===== config.mk =====
export PLATFORM = sky130hd
export DESIGN_NAME = hazard_ctrl
export DESIGN_NICKNAME = d
export VERILOG_FILES = /design/src/rtl/hazard_ctrl.sv
export SDC_FILE = /design/constraint.sdc
export NUM_CORES = 1
export LEC_CHECK = 0
export CORE_MARGIN = 4
export CORE_UTILIZATION = 30
export CTS_CLUSTER_SIZE = 16
export DETAILED_ROUTE_END_ITERATION = 8
export GPL_ROUTABILITY_DRIVEN = 1
export PLACE_DENSITY = 0.69
export SLEW_MARGIN = 20
export SYNTH_ARGS = -nofsm -noshare
export SYNTH_HDL_FRONTEND = slang
export SYNTH_SLANG_ARGS = --single-unit

===== constraint.sdc =====
create_clock -name clk -period 1.8 [get_ports clk]
set_input_delay 0.36 -clock clk [delete_from_list [all_inputs] [get_ports clk]]
set_output_delay 0.36 -clock clk [all_outputs]
set_load 0.01 [all_outputs]

===== src/rtl/hazard_ctrl.sv =====
// Pipeline hazard/stall sequencer: freezes, bubbles or flushes the 5-stage pipe registers.
// Optional performance counters are compiled in with `define HAZARD_PERF_CNT_EN.
module hazard_ctrl #(
  parameter int LOAD_STALL_CYCLES = 1,
  parameter int CNT_W             = 32
) (
  input  logic             clk,
  input  logic             rst,
  input  logic [4:0]       rs1_id,
  input  logic [4:0]       rs2_id,
  input  logic             use_rs1_id,
  input  logic             use_rs2_id,
  input  logic [4:0]       rd_idex,
  input  logic             mem_read_idex,
  input  logic             branch_taken_ex,
  input  logic             mc_start_ex,
  input  logic             mc_done,
  input  logic             dmem_req,
  input  logic             dmem_ready,
  output logic             pc_write,
  output logic             ifid_write,
  output logic             idex_write,
  output logic             exmem_write,
  output logic             idex_bubble,
  output logic             exmem_bubble,
  output logic             memwb_bubble,
  output logic             ifid_flush,
  output logic             idex_flush,
`ifdef HAZARD_PERF_CNT_EN
  output logic [CNT_W-1:0] lu_stall_cnt,
  output logic [CNT_W-1:0] mc_stall_cnt,
  output logic [CNT_W-1:0] mem_stall_cnt,
  output logic [CNT_W-1:0] flush_cnt,
`endif
  output logic [1:0]       state_o
);

  typedef enum logic [1:0] {
    RUN      = 2'd0,
    LU_STALL = 2'd1,
    MC_WAIT  = 2'd2,
    MEM_WAIT = 2'd3
  } state_t;

  localparam logic [1:0] LU_INIT = 2'(LOAD_STALL_CYCLES - 1);

  state_t     state_reg, state_next;
  state_t     saved_reg, saved_next;
  state_t     eff_state;
  logic [1:0] cnt_reg, cnt_next;
  logic       lu, mem_stall;
  logic       lu_cause, mc_cause, mem_cause, flush_cause;

  assign lu = mem_read_idex && (rd_idex != 5'd0) &&
              ((use_rs1_id && (rs1_id == rd_idex)) || (use_rs2_id && (rs2_id == rd_idex)));
  assign mem_stall = dmem_req && !dmem_ready;

  // The release cycle of a memory wait behaves exactly like the state it returns to.
  assign eff_state = (state_reg == MEM_WAIT) ? saved_reg : state_reg;

  always_comb begin
    pc_write     = 1'b1;
    ifid_write   = 1'b1;
    idex_write   = 1'b1;
    exmem_write  = 1'b1;
    idex_bubble  = 1'b0;
    exmem_bubble = 1'b0;
    memwb_bubble = 1'b0;
    ifid_flush   = 1'b0;
    idex_flush   = 1'b0;
    state_next   = state_reg;
    saved_next   = saved_reg;
    cnt_next     = cnt_reg;
    lu_cause     = 1'b0;
    mc_cause     = 1'b0;
    mem_cause    = 1'b0;
    flush_cause  = 1'b0;

    if (mem_stall) begin
      pc_write     = 1'b0;
      ifid_write   = 1'b0;
      idex_write   = 1'b0;
      exmem_write  = 1'b0;
      memwb_bubble = 1'b1;
      mem_cause    = 1'b1;
      state_next   = MEM_WAIT;
      if (state_reg != MEM_WAIT)
        saved_next = state_reg;
    end else begin
      state_next = eff_state;
      case (eff_state)
        RUN: begin
          if (mc_start_ex) begin
            // A result already valid on entry completes the op without a wait state.
            if (!mc_done) begin
              pc_write     = 1'b0;
              ifid_write   = 1'b0;
              idex_write   = 1'b0;
              exmem_bubble = 1'b1;
              mc_cause     = 1'b1;
              state_next   = MC_WAIT;
            end
          end else if (branch_taken_ex) begin
            ifid_flush  = 1'b1;
            idex_flush  = 1'b1;
            flush_cause = 1'b1;
          end else if (lu) begin
            pc_write    = 1'b0;
            ifid_write  = 1'b0;
            idex_bubble = 1'b1;
            lu_cause    = 1'b1;
            if (LOAD_STALL_CYCLES > 1) begin
              cnt_next   = LU_INIT;
              state_next = LU_STALL;
            end
          end
        end
        LU_STALL: begin
          if (branch_taken_ex) begin
            ifid_flush  = 1'b1;
            idex_flush  = 1'b1;
            flush_cause = 1'b1;
            cnt_next    = 2'd0;
            state_next  = RUN;
          end else begin
            pc_write    = 1'b0;
            ifid_write  = 1'b0;
            idex_bubble = 1'b1;
            lu_cause    = 1'b1;
            cnt_next    = cnt_reg - 2'd1;
            if (cnt_reg <= 2'd1)
              state_next = RUN;
          end
        end
        MC_WAIT: begin
          if (mc_done) begin
            state_next = RUN;
          end else begin
            pc_write     = 1'b0;
            ifid_write   = 1'b0;
            idex_write   = 1'b0;
            exmem_bubble = 1'b1;
            mc_cause     = 1'b1;
          end
        end
        default: state_next = RUN;
      endcase
    end

    // Reset forces RUN defaults immediately, without waiting for a clock edge.
    if (rst) begin
      pc_write     = 1'b1;
      ifid_write   = 1'b1;
      idex_write   = 1'b1;
      exmem_write  = 1'b1;
      idex_bubble  = 1'b0;
      exmem_bubble = 1'b0;
      memwb_bubble = 1'b0;
      ifid_flush   = 1'b0;
      idex_flush   = 1'b0;
      lu_cause     = 1'b0;
      mc_cause     = 1'b0;
      mem_cause    = 1'b0;
      flush_cause  = 1'b0;
    end
  end

  always_ff @(posedge clk or posedge rst) begin
    if (rst) begin
      state_reg <= RUN;
      saved_reg <= RUN;
      cnt_reg   <= 2'd0;
    end else begin
      state_reg <= state_next;
      saved_reg <= saved_next;
      cnt_reg   <= cnt_next;
    end
  end

  assign state_o = state_reg;

  generate
    if (CNT_W < 1) begin : g_cnt_w_invalid
    end
  endgenerate

`ifdef HAZARD_PERF_CNT_EN
  logic [3:0]       cause_vec;
  logic [CNT_W-1:0] perf_reg [4];

  assign cause_vec = {flush_cause, mem_cause, mc_cause, lu_cause};

  for (genvar gi = 0; gi < 4; gi++) begin : g_perf
    always_ff @(posedge clk or posedge rst) begin
      if (rst)
        perf_reg[gi] <= '0;
      else if (cause_vec[gi] && (perf_reg[gi] != {CNT_W{1'b1}}))
        perf_reg[gi] <= perf_reg[gi] + 1'b1;
    end
  end

  assign lu_stall_cnt  = perf_reg[0];
  assign mc_stall_cnt  = perf_reg[1];
  assign mem_stall_cnt = perf_reg[2];
  assign flush_cnt     = perf_reg[3];
`endif

endmodule


==> metrics, run 1 <==
status=finished with violations; failing checks=setup timing; Final Cell Area=1276 µm²; Slew headroom=78.96%; Crit Path Max Fanout=3; # H-tree levels=1; fin worst setup slack=-169.2 ps; Final Cycle Share=109.4%; count of cell types in the netlist=34; biggest area consumer among synthesized cells=dfrtp_1; CTS root buf=clkbuf_4; clk sinks=6; Ports=36; f_max=507.8 MHz; FF+latch count, synth=6; Hold Vio Cnt, Final=0; Setup crit end kind=output port; top post-synthesis cells by count=8 x xor2_1, 7 x nor2_1, 6 x dfrtp_1, 6 x inv_1, 4 x a21oi_1; R2R Setup Slk=40 ps; drt pass-1 iters=4; CP Data Required Time=1440 ps; Starting Density=33.06%; grt ovf=0; average wire per standard cell=14.67 µm; most frequent cell after synthesis=xor2_1; Tot GR Track Use=18.19%; die width=52.79 µm; port bufs=35; Avg Synthesized Cell Area=8.133 µm²; fin nets=168; clock slew at reported path FFs=50 ps; Final min period=1969 ps; Setup TNS=-787.5 ps; first-pass GRT wire length=3.684 mm; prevailing post-synth register cell=dfrtp_1; DRC viols=0; crit path kind=register to output port; pin count of the biggest net entering global routing=9; startpoint types=register; top cell type's share of synthesized area=24.95%; area delta synth->final=112.1%; antenna cells=0; worst vdd ir=0.4763 mV; total CTS buffers=3; Tightest Pin Transition=312.3 ps; CTS tree=built; main combinational cell family by area after synthesis=simple AND/OR/NAND/NOR gates; Crit Reg-Reg Startpoint=saved_reg[1]; compound-gate portion of the synthesized area=20.79%; dpl ws=-903.9 ps; Fill cells=150; mux contribution to synthesized area=3.534%; Post-synth ARST share=100.0%; Die ar.=2787 µm²; Synth warnings=0; max_cap viols=0; core box area=1821 µm²; Area after DPL=1100 µm²; Post-Route Skew=2.551 ps; worst r2r dst=cnt_reg[0]; Net Count, Synth=100; initial antenna violation count=0; Arr. time, crit path=1610 ps; gpl congestion=0.7426; setup violators final=6; Via density=5.042; Post-Syn Area=601.8 µm²; Die Y=52.79 µm; WL final=2.421 mm; adder-cell share of the synthesized area=2.079%; share of layout cells above drive strength 1=52.86%; Pleak=0.0006227 µW; RSZ-0062 raised after global routing=yes; Hold Crit Class=primary input to async pin; Total Power=741.1 µW; 1st-iter DRT viols=10; vias in the first global route=809; vias post-DR=832; Cells after Synth=74; total power per unit cell area=580.7 nW/µm²; clk_lat worst skew=250 ps; Placement Rows=15; Synth Area in XOR/XNOR=14.55%; Post-DRT Antenna Nets=0; Post-synth EDFFs=0; final slew viol count=0; clock buffer depth=2; register area share after synthesis=24.95%; Area contributors post-synth=dfrtp_1 25%, xor2_1 12%, nor2_1 4.4%; post-DP HPWL=1.619 mm; simple-gate portion of the synthesized area=24.74%; R2R depth=6
per-stage QoR:
step	std cells	hold slack, ps	util, %
after floorplan	74	169.9	-
after global placement	150	525.1	60.41
after detailed placement	150	531.0	60.41
after CTS	160	388.1	65.29
after global routing	165	436.2	70.10
final	165	431.0	70.10
worst max path at each step:
| stage | start | end | slack (ps) | cells past startpoint |
|---|---|---|---|---|
| final | saved_reg[1] | pc_write | -170 | 6 |
| after global routing | saved_reg[1] | pc_write | -250 | 6 |
| after CTS | rd_idex[1] | idex_bubble | -120 | 8 |
| after detailed placement | rd_idex[2] | idex_bubble | -900 | 7 |
| after global placement | rd_idex[2] | pc_write | -840 | 6 |
| after floorplan | rd_idex[1] | pc_write | -7 | 5 |
where the power goes:
| part | leakage, µW | total (µW) | internal, µW | switching, µW |
|---|---|---|---|---|
| Clock | 0.0000138 | 132 | 75.9 | 55.9 |
| Sequential | 0.0000726 | 193 | 170 | 23.2 |
| Combinational | 0.000536 | 417 | 235 | 182 |
| Total | 0.000623 | 741 | 480 | 261 |
final cells by class:
class                           count  area, µm²  share of cell area, %
Inverter                            6      22.52                  1.765
Timing Repair Buffer               67      554.3                  43.43
Tap cell                           25      31.28                  2.451
Multi-Input combinational cell     58      494.2                  38.73
Sequential cell                     6      151.4                  11.86
Clock buffer                        3      22.52                  1.765
layer usage:
layer,wire length (µm),global-route usage [%],vias to the layer above
met5,0,0,-
met4,48,6.383,0
met3,270,6.553,8
met2,1193,32.44,52
met1,908,19.42,376
li1,-,-,396
cell usage in the layout (no fill, tap or decap), types with 2 or more instances in the layout:
cell type	count
nor2_1	5
xor2_1	7
clkdlybuf4s50_1	6
xnor2_1	2
clkbuf_4	3
buf_2	12
nor4_2	2
dfrtp_1	5
nand3_1	2
a21oi_1	3
o21ai_1	2
nand2_1	2
clkdlybuf4s15_1	4
dlygate4sd2_1	10
inv_1	5
buf_6	9
nand2b_1	2
and3_1	2
buf_4	24
cells by family after synthesis:
kind of cell	after synthesis
and+or+nand+nor	26
xor gates and xnor gates	10
muxes	2
buffers and inverters	10
DFF	6
AOI/OAI and AO/OA	19
adders and majority gates	1
timing repair:
| item | 4_1_cts | 5_1_grt |
|---|---|---|
| hold buffers | 0 | 0 |
| setup buffers | 7 | 5 |
| setup endpoints to repair | 9 | 9 |
| resized for setup | 97 | 12 |
| pin swaps | 21 | 6 |
worst max-delay path: stages, from the launching register on:
cell and delay [ps]:
dfrtp_1 380, buf_6 120, and4bb_2 310, o22ai_2 60, a31oi_1 180, o21a_1 160
buf_2 130
No activity file was read; power rests on OpenSTA's default activity.
==> run 2: changes to the inputs <==
--- a/config.mk
+++ b/config.mk
@@ -6,11 +6,11 @@
 export NUM_CORES = 1
 export LEC_CHECK = 0
 export CORE_MARGIN = 4
-export CORE_UTILIZATION = 30
+export CORE_UTILIZATION = 36
 export CTS_CLUSTER_SIZE = 16
 export DETAILED_ROUTE_END_ITERATION = 8
 export GPL_ROUTABILITY_DRIVEN = 1
-export PLACE_DENSITY = 0.69
+export PLACE_DENSITY = 0.8
 export SLEW_MARGIN = 20
 export SYNTH_ARGS = -nofsm -noshare
 export SYNTH_HDL_FRONTEND = slang
==> run 2 against run 1 <==
The run still ends with setup timing left. Routed wire length shrank 4.3%. Global-route usage increased by 1.7 points. Clock skew shrank 2.2 ps. Clock power barely moved. Non-clock buffer count fell by 7. Combinational power decreased by 8.4%. Cell area down 5.6%. Utilization increased by 8.1 points. Register-to-register slack better by 30 ps. Critical endpoint is now idex_bubble. Highest routed layer is now met3.
==> metrics, run 2 (synthesis gave the netlist of run 1 again) <==
f_max=501.7 MHz (was 507.8 MHz); Setup crit end kind=output port (unchanged); 1st-iter DRT viols=19 (was 10); fin worst setup slack=-193.1 ps (was -169.2 ps); vias in the first global route=830 (was 809); met2 Usage GRT=36.52% (was 32.44%); WL final=2.318 mm (was 2.421 mm); CP Data Required Time=1440 ps (about the same); Tot GR Track Use=19.91% (was 18.19%); R2R depth=6 (unchanged); Die Y=48.89 µm (was 52.79 µm); Slew headroom=79.70% (was 78.96%); Hold Vio Cnt, Final=0 (unchanged); status=finished with violations (unchanged); Ports=36 (unchanged); Via density=5.322 (was 5.042); core box area=1541 µm² (was 1821 µm²); # hold bufs at CTS=0 (unchanged); Pleak=0.0005916 µW (was 0.0006227 µW); total power per unit cell area=588.9 nW/µm² (was 580.7 nW/µm²); clock slew at reported path FFs=50 ps (about the same); clk sinks=6 (unchanged); Final Cycle Share=110.7% (was 109.4%); max_cap viols=0 (unchanged); Post-DRT Antenna Nets=0 (unchanged); Worst Path Buf+Inv=3 (was 2); initial antenna violation count=0 (unchanged); startpoint types=register (unchanged); grt ovf=0 (unchanged); Top delay family on crit path=buffers and inverters (was compound AO/OA/AOI/OAI gates); hold_ws=438.6 ps (was 431.0 ps); Die ar.=2390 µm² (was 2787 µm²); failing checks=setup timing (unchanged); total CTS buffers=3 (unchanged); CTS tree=built (unchanged); share of layout cells above drive strength 1=48.12% (was 52.86%); fin nets=161 (was 168); RSZ-0062 raised after global routing=yes (unchanged); port bufs=35 (unchanged); most frequent cells in the layout=20 x buf_4, 12 x dlygate4sd2_1, 10 x buf_2 (was 24 x buf_4, 12 x buf_2, 10 x dlygate4sd2_1); setup violators final=5 (was 6); crit path max-delay cell type=dfrtp_1 (unchanged); Final min period=1993 ps (was 1969 ps); Setup TNS=-612.1 ps (was -787.5 ps); Total Power=709.6 µW (was 741.1 µW); final slew viol count=0 (unchanged); area delta synth->final=100.2% (was 112.1%); CP max stage delay=420 ps (was 380 ps); Tightest Pin Transition=301.3 ps (was 312.3 ps); CTS root buf=clkbuf_4 (unchanged); Hold Crit Class=primary input to async pin (unchanged); die width=48.89 µm (was 52.79 µm); drt pass-1 iters=4 (unchanged); Levels on crit path=6 (unchanged); antenna cells=0 (unchanged); # H-tree levels=1 (unchanged); Crit Path Max Fanout=6 (was 3); vias post-DR=793 (was 832); gr busiest metal=met2 (unchanged); dpl ws=-901.8 ps (was -903.9 ps); commonest non-fill, non-tap cell in the layout=buf_4 (unchanged); Starting Density=39.04% (was 33.06%); post-DP HPWL=1.728 mm (was 1.619 mm); final core utilization=78.17% (was 70.10%); worst vdd ir=0.4712 mV (was 0.4763 mV); Placement Rows=14 (was 15); met3 global-route usage=5.505% (was 6.553%); average wire per standard cell=15.56 µm (was 14.67 µm); clock buffer depth=2 (unchanged); met1 GRT Util=22.59% (was 19.42%); DRC viols=0 (unchanged); pin count of the biggest net entering global routing=9 (unchanged); first-pass GRT wire length=3.857 mm (was 3.684 mm); clk_lat worst skew=250 ps (about the same); Post-Route Skew=0.3385 ps (was 2.551 ps); crit path kind=register to output port (unchanged); critical path, cell by cell=buf_6 -> and4bb_2 -> buf_4 -> o211ai_1 -> o21ai_1 -> buf_2 (was buf_6 -> and4bb_2 -> o22ai_2 -> a31oi_1 -> o21a_1 -> buf_2); gpl congestion=0.7596 (was 0.7426); Arr. time, crit path=1630 ps (was 1610 ps)
==> run 2: what timing repair did <==
item                                    4_1_cts  5_1_grt
pin swaps                                    17        8
endpoints found under the setup margin        9        8
setup buffers                                 4        3
resized for setup                            89       10
==> run 2: area by class of cell <==
type / count / area, µm²
Fill cell: 114 / 336.6
Sequential cell: 6 / 151.4
Tap cell: 16 / 20.02
Clock buffer: 3 / 22.52
Multi-Input combinational cell: 58 / 494.2
Inverter: 6 / 25.02
Timing Repair Buffer: 60 / 491.7
==> run 2: per-stage QoR <==
| step | cells | area (µm²) |
|---|---|---|
| CTS | 146 | 1147 |
| detailed placement | 139 | 1074 |
| global route | 149 | 1205 |
| finish | 149 | 1205 |
| floorplan | 74 | 605.6 |
| global placement | 139 | 1074 |
==> run 2: power by group <==
group          leakage, µW  switching, µW  internal (µW)  total [µW]
Combinational     0.000505            169            213         382
Clock            0.0000138           54.3           75.8         130
Sequential       0.0000726           28.1            170         198
Total             0.000592            251            458         710
==> run 2: worst register-to-register path: stages, from the launching register on <==
cell     delay [ps]
dfrtp_1         380
buf_6           130
buf_4           130
o21ai_0         260
buf_4           170
and3_1          200
mux2_2          340
==> run 2: path summary, 6_finish.rpt <==
kind / start / end / slack [ps]
setup / recovery: state_o[0] / idex_bubble / -190
hold / removal: rst / saved_reg[1] / 440
setup reg to reg: saved_reg[1] / cnt_reg[0] / 70
hold reg to reg: cnt_reg[1] / cnt_reg[1] / 540
min in group clk: cnt_reg[1] / cnt_reg[1] / 540
max in group asynchronous: rst / state_o[1] / 1220
==> run 2: routing by layer <==
layer,routed length (µm),share of wire [%]
met3,203,8.8
met5,0,0
met4,0,0
met1,876,38
met2,1238,53
==> run 3: changes to the inputs <==
--- a/config.mk
+++ b/config.mk
@@ -5,12 +5,13 @@
 export SDC_FILE = /design/constraint.sdc
 export NUM_CORES = 1
 export LEC_CHECK = 0
+export ABC_AREA = 1
 export CORE_MARGIN = 4
-export CORE_UTILIZATION = 36
+export CORE_UTILIZATION = 38
 export CTS_CLUSTER_SIZE = 16
 export DETAILED_ROUTE_END_ITERATION = 8
 export GPL_ROUTABILITY_DRIVEN = 1
-export PLACE_DENSITY = 0.8
+export PLACE_DENSITY = 0.81
 export SLEW_MARGIN = 20
 export SYNTH_ARGS = -nofsm -noshare
 export SYNTH_HDL_FRONTEND = slang
==> run 3 against run 2 <==
The flow still finishes with violations (setup timing). Total power is 12% lower. Combinational power decreased by 19%. Worst setup slack better by 140 ps. First-iteration DRC count up 16%. Die area is 4.0% higher. Global-route usage is 2.6 points lower. Register-to-register slack better by 370 ps. Critical path depth rose by 1. Critical path type unchanged.
==> metrics, run 3 <==
status=finished with violations (unchanged); failing checks=setup timing (unchanged); total power per unit cell area=537.7 nW/µm² (was 588.9 nW/µm²); R2R depth=7 (was 6); Post-Route Skew=5.342 ps (was 0.3385 ps); Area contributors post-synth=dfrtp_1 23%, nand2_1 20%, inv_1 12% (was dfrtp_1 25%, xor2_1 12%, nor2_1 4.4%); CP max stage delay=370 ps (was 420 ps); WL final=2.054 mm (was 2.318 mm); CP Data Required Time=1440 ps (about the same); Reg area=151.4 µm² (unchanged); initial antenna violation count=0 (unchanged); max_cap viols=0 (unchanged); Hold Crit Class=register to register (was primary input to async pin); CTS tree=built (unchanged); Fill cells=144 (was 114); Slew headroom=85.54% (was 79.70%); antenna cells=0 (unchanged); Cells after Synth=112 (was 74); final core utilization=73.65% (was 78.17%); most frequent cell after synthesis=nand2_1 (was xor2_1); crit path max-delay cell type=dfrtp_1 (unchanged); prevailing post-synth register cell=dfrtp_1 (unchanged); Worst setup endpoint=idex_bubble (unchanged); Post-synth EDFFs=0 (unchanged); grt ovf=0 (unchanged); Arr. time, crit path=1490 ps (was 1630 ps); Levels on crit path=7 (was 6); Starting Density=42.22% (was 39.04%); startpoint types=register (unchanged); most frequent cells in the layout=34 x nand2_1, 17 x dlygate4sd2_1, 16 x inv_1 (was 20 x buf_4, 12 x dlygate4sd2_1, 10 x buf_2); Net Count, Synth=138 (was 100); critical path, cell by cell=inv_2 -> o21ai_4 -> buf_6 -> nand2_4 -> nand3b_1 -> a21oi_2 -> buf_2 (was buf_6 -> and4bb_2 -> buf_4 -> o211ai_1 -> o21ai_1 -> buf_2); crit path kind=register to output port (unchanged); DRC viols=0 (unchanged); area of the multi-input gates=441.7 µm² (was 494.2 µm²); top post-synthesis cells by count=36 x nand2_1, 21 x inv_1, 11 x nor2_1 (was 8 x xor2_1, 7 x nor2_1, 6 x dfrtp_1, 6 x inv_1, 4 x a21oi_1); Ports=36 (unchanged); worst r2r dst=cnt_reg[0] (unchanged); R2R Setup Slk=440 ps (was 70 ps); Top delay family on crit path=flip-flops (was buffers and inverters); drt pass-1 iters=4 (unchanged); # hold bufs at CTS=0 (unchanged); setup violators final=5 (unchanged); register area share after synthesis=22.56% (was 24.95%); average wire per standard cell=11.35 µm (was 15.56 µm); # H-tree levels=1 (unchanged); vias post-DR=859 (was 793); top cell type's share of synthesized area=22.56% (was 24.95%); fin worst setup slack=-54.44 ps (was -193.1 ps); fin nets=193 (was 161); pin count of the biggest net entering global routing=8 (was 9); Worst Path Buf+Inv=3 (unchanged); Crit Path Max Fanout=3 (was 6); first-pass GRT wire length=3.381 mm (was 3.857 mm); Pleak=0.0006636 µW (was 0.0005916 µW); core box area=1577 µm² (was 1541 µm²); clock buffer depth=2 (unchanged); clk_lat worst skew=240 ps (was 250 ps); Setup TNS=-83.93 ps (was -612.1 ps); Tot GR Track Use=17.26% (was 19.91%); Crit Reg-Reg Startpoint=state_o[1] (was saved_reg[1]); clock slew at reported path FFs=50 ps (about the same); f_max=539.2 MHz (was 501.7 MHz); Post-Syn Area=665.6 µm² (was 601.8 µm²); share of layout cells above drive strength 1=36.97% (was 48.12%); biggest area consumer among synthesized cells=dfrtp_1 (unchanged); final slew viol count=0 (unchanged); Hold Vio Cnt, Final=0 (unchanged); crit path launch=state_o[0] (unchanged); Tightest Pin Transition=215.4 ps (was 301.3 ps); Final min period=1854 ps (was 1993 ps); Placement Rows=14 (unchanged); Via density=4.746 (was 5.322); 1st-iter DRT viols=22 (was 19); area delta synth->final=74.44% (was 100.2%); gpl congestion=0.7612 (was 0.7596); port bufs=35 (unchanged); count of cell types in the netlist=22 (was 34); die width=49.86 µm (was 48.89 µm); Setup crit end kind=output port (unchanged); Post-DRT Antenna Nets=0 (unchanged); FF+latch count, synth=6 (unchanged); total CTS buffers=3 (unchanged); Avg Synthesized Cell Area=5.943 µm² (was 8.133 µm²); Post-synth ARST share=100.0% (unchanged); post-DP HPWL=1.648 mm (was 1.728 mm); Die ar.=2486 µm² (was 2390 µm²); RSZ-0062 raised after global routing=yes (unchanged); clk sinks=6 (unchanged); dpl ws=-711.9 ps (was -901.8 ps); Die Y=49.86 µm (was 48.89 µm); vias in the first global route=828 (was 830); worst vdd ir=0.5556 mV (was 0.4712 mV); CTS root buf=clkbuf_4 (unchanged); Final Cycle Share=103.0% (was 110.7%); commonest non-fill, non-tap cell in the layout=nand2_1 (was buf_4); Synth warnings=0 (unchanged)
[run 3: cell types whose count changed after synthesis, moves of 3 or more]
cell / change
xor2_1: -8
inv_2: +6
nor2_1: +4
nand2b_1: -3
nand2_1: +33
o21ai_1: +3
inv_1: +15
[run 3: layer usage]
metal / vias up / routed length [µm] / track usage [%]
met5: - / 0 / 0
met4: 0 / 0 / 3.226
met3: 0 / 111 / 4.217
met2: 26 / 1018 / 30.84
met1: 381 / 924 / 20.80
li1: 452 / - / -
[run 3: worst min path at each step]
stage               startpoint  cells after the start         end
floorplan                  rst                      1  cnt_reg[0]
global placement    cnt_reg[1]                      2  cnt_reg[1]
detailed placement  cnt_reg[1]                      2  cnt_reg[1]
CTS                        rst                      3  state_o[0]
global route        cnt_reg[1]                      2  cnt_reg[1]
finish              cnt_reg[1]                      2  cnt_reg[1]
[run 3: tightest hold or removal path, stage by stage, from the launching register on]
cell and delay [ps]:
dfrtp_1 340, o21ai_1 70, nand2_1 60
[run 3: kinds of logic after synthesis]
kind of cell	after synthesis	share of synthesized area, %
AO/OA/AOI/OAI	16	17.48
adder cells (fa/ha/maj)	1	1.879
buffers and inverters	30	18.04
flip-flops	6	22.56
AND/OR/NAND/NOR	59	40.04
[run 3: power breakdown]
part	internal, µW	total [µW]	switching (µW)
combinational	149	310	160
clock	75.3	122	46.7
sequential	166	193	26.8
[run 3: cell type report]
| class | count | area share [%] |
|---|---|---|
| flip-flops and latches | 6 | 13.04 |
| clock buffers | 3 | 1.940 |
| repair buffers | 52 | 35.88 |
| multi-input cells | 76 | 38.04 |
| well taps | 16 | 1.724 |
| inverters | 28 | 9.375 |
[run 3: per-stage QoR]
stage	hold WS, ps	area, µm²	power, µW	cells
detailed placement	478.0	1119	491.9	174
floorplan	167.7	665.6	337.7	112
global route	512.9	1161	680.1	181
CTS	458.1	1137	615.4	180
finish	490.6	1161	624.3	181
global placement	477.4	1119	470.0	174
[run 3: what timing repair did]
action                                  in CTS  in global routing
pin swaps                                   20                  5
buffers inserted                             3                  1
resized for setup                           70                 10
endpoints found under the setup margin       9                  9
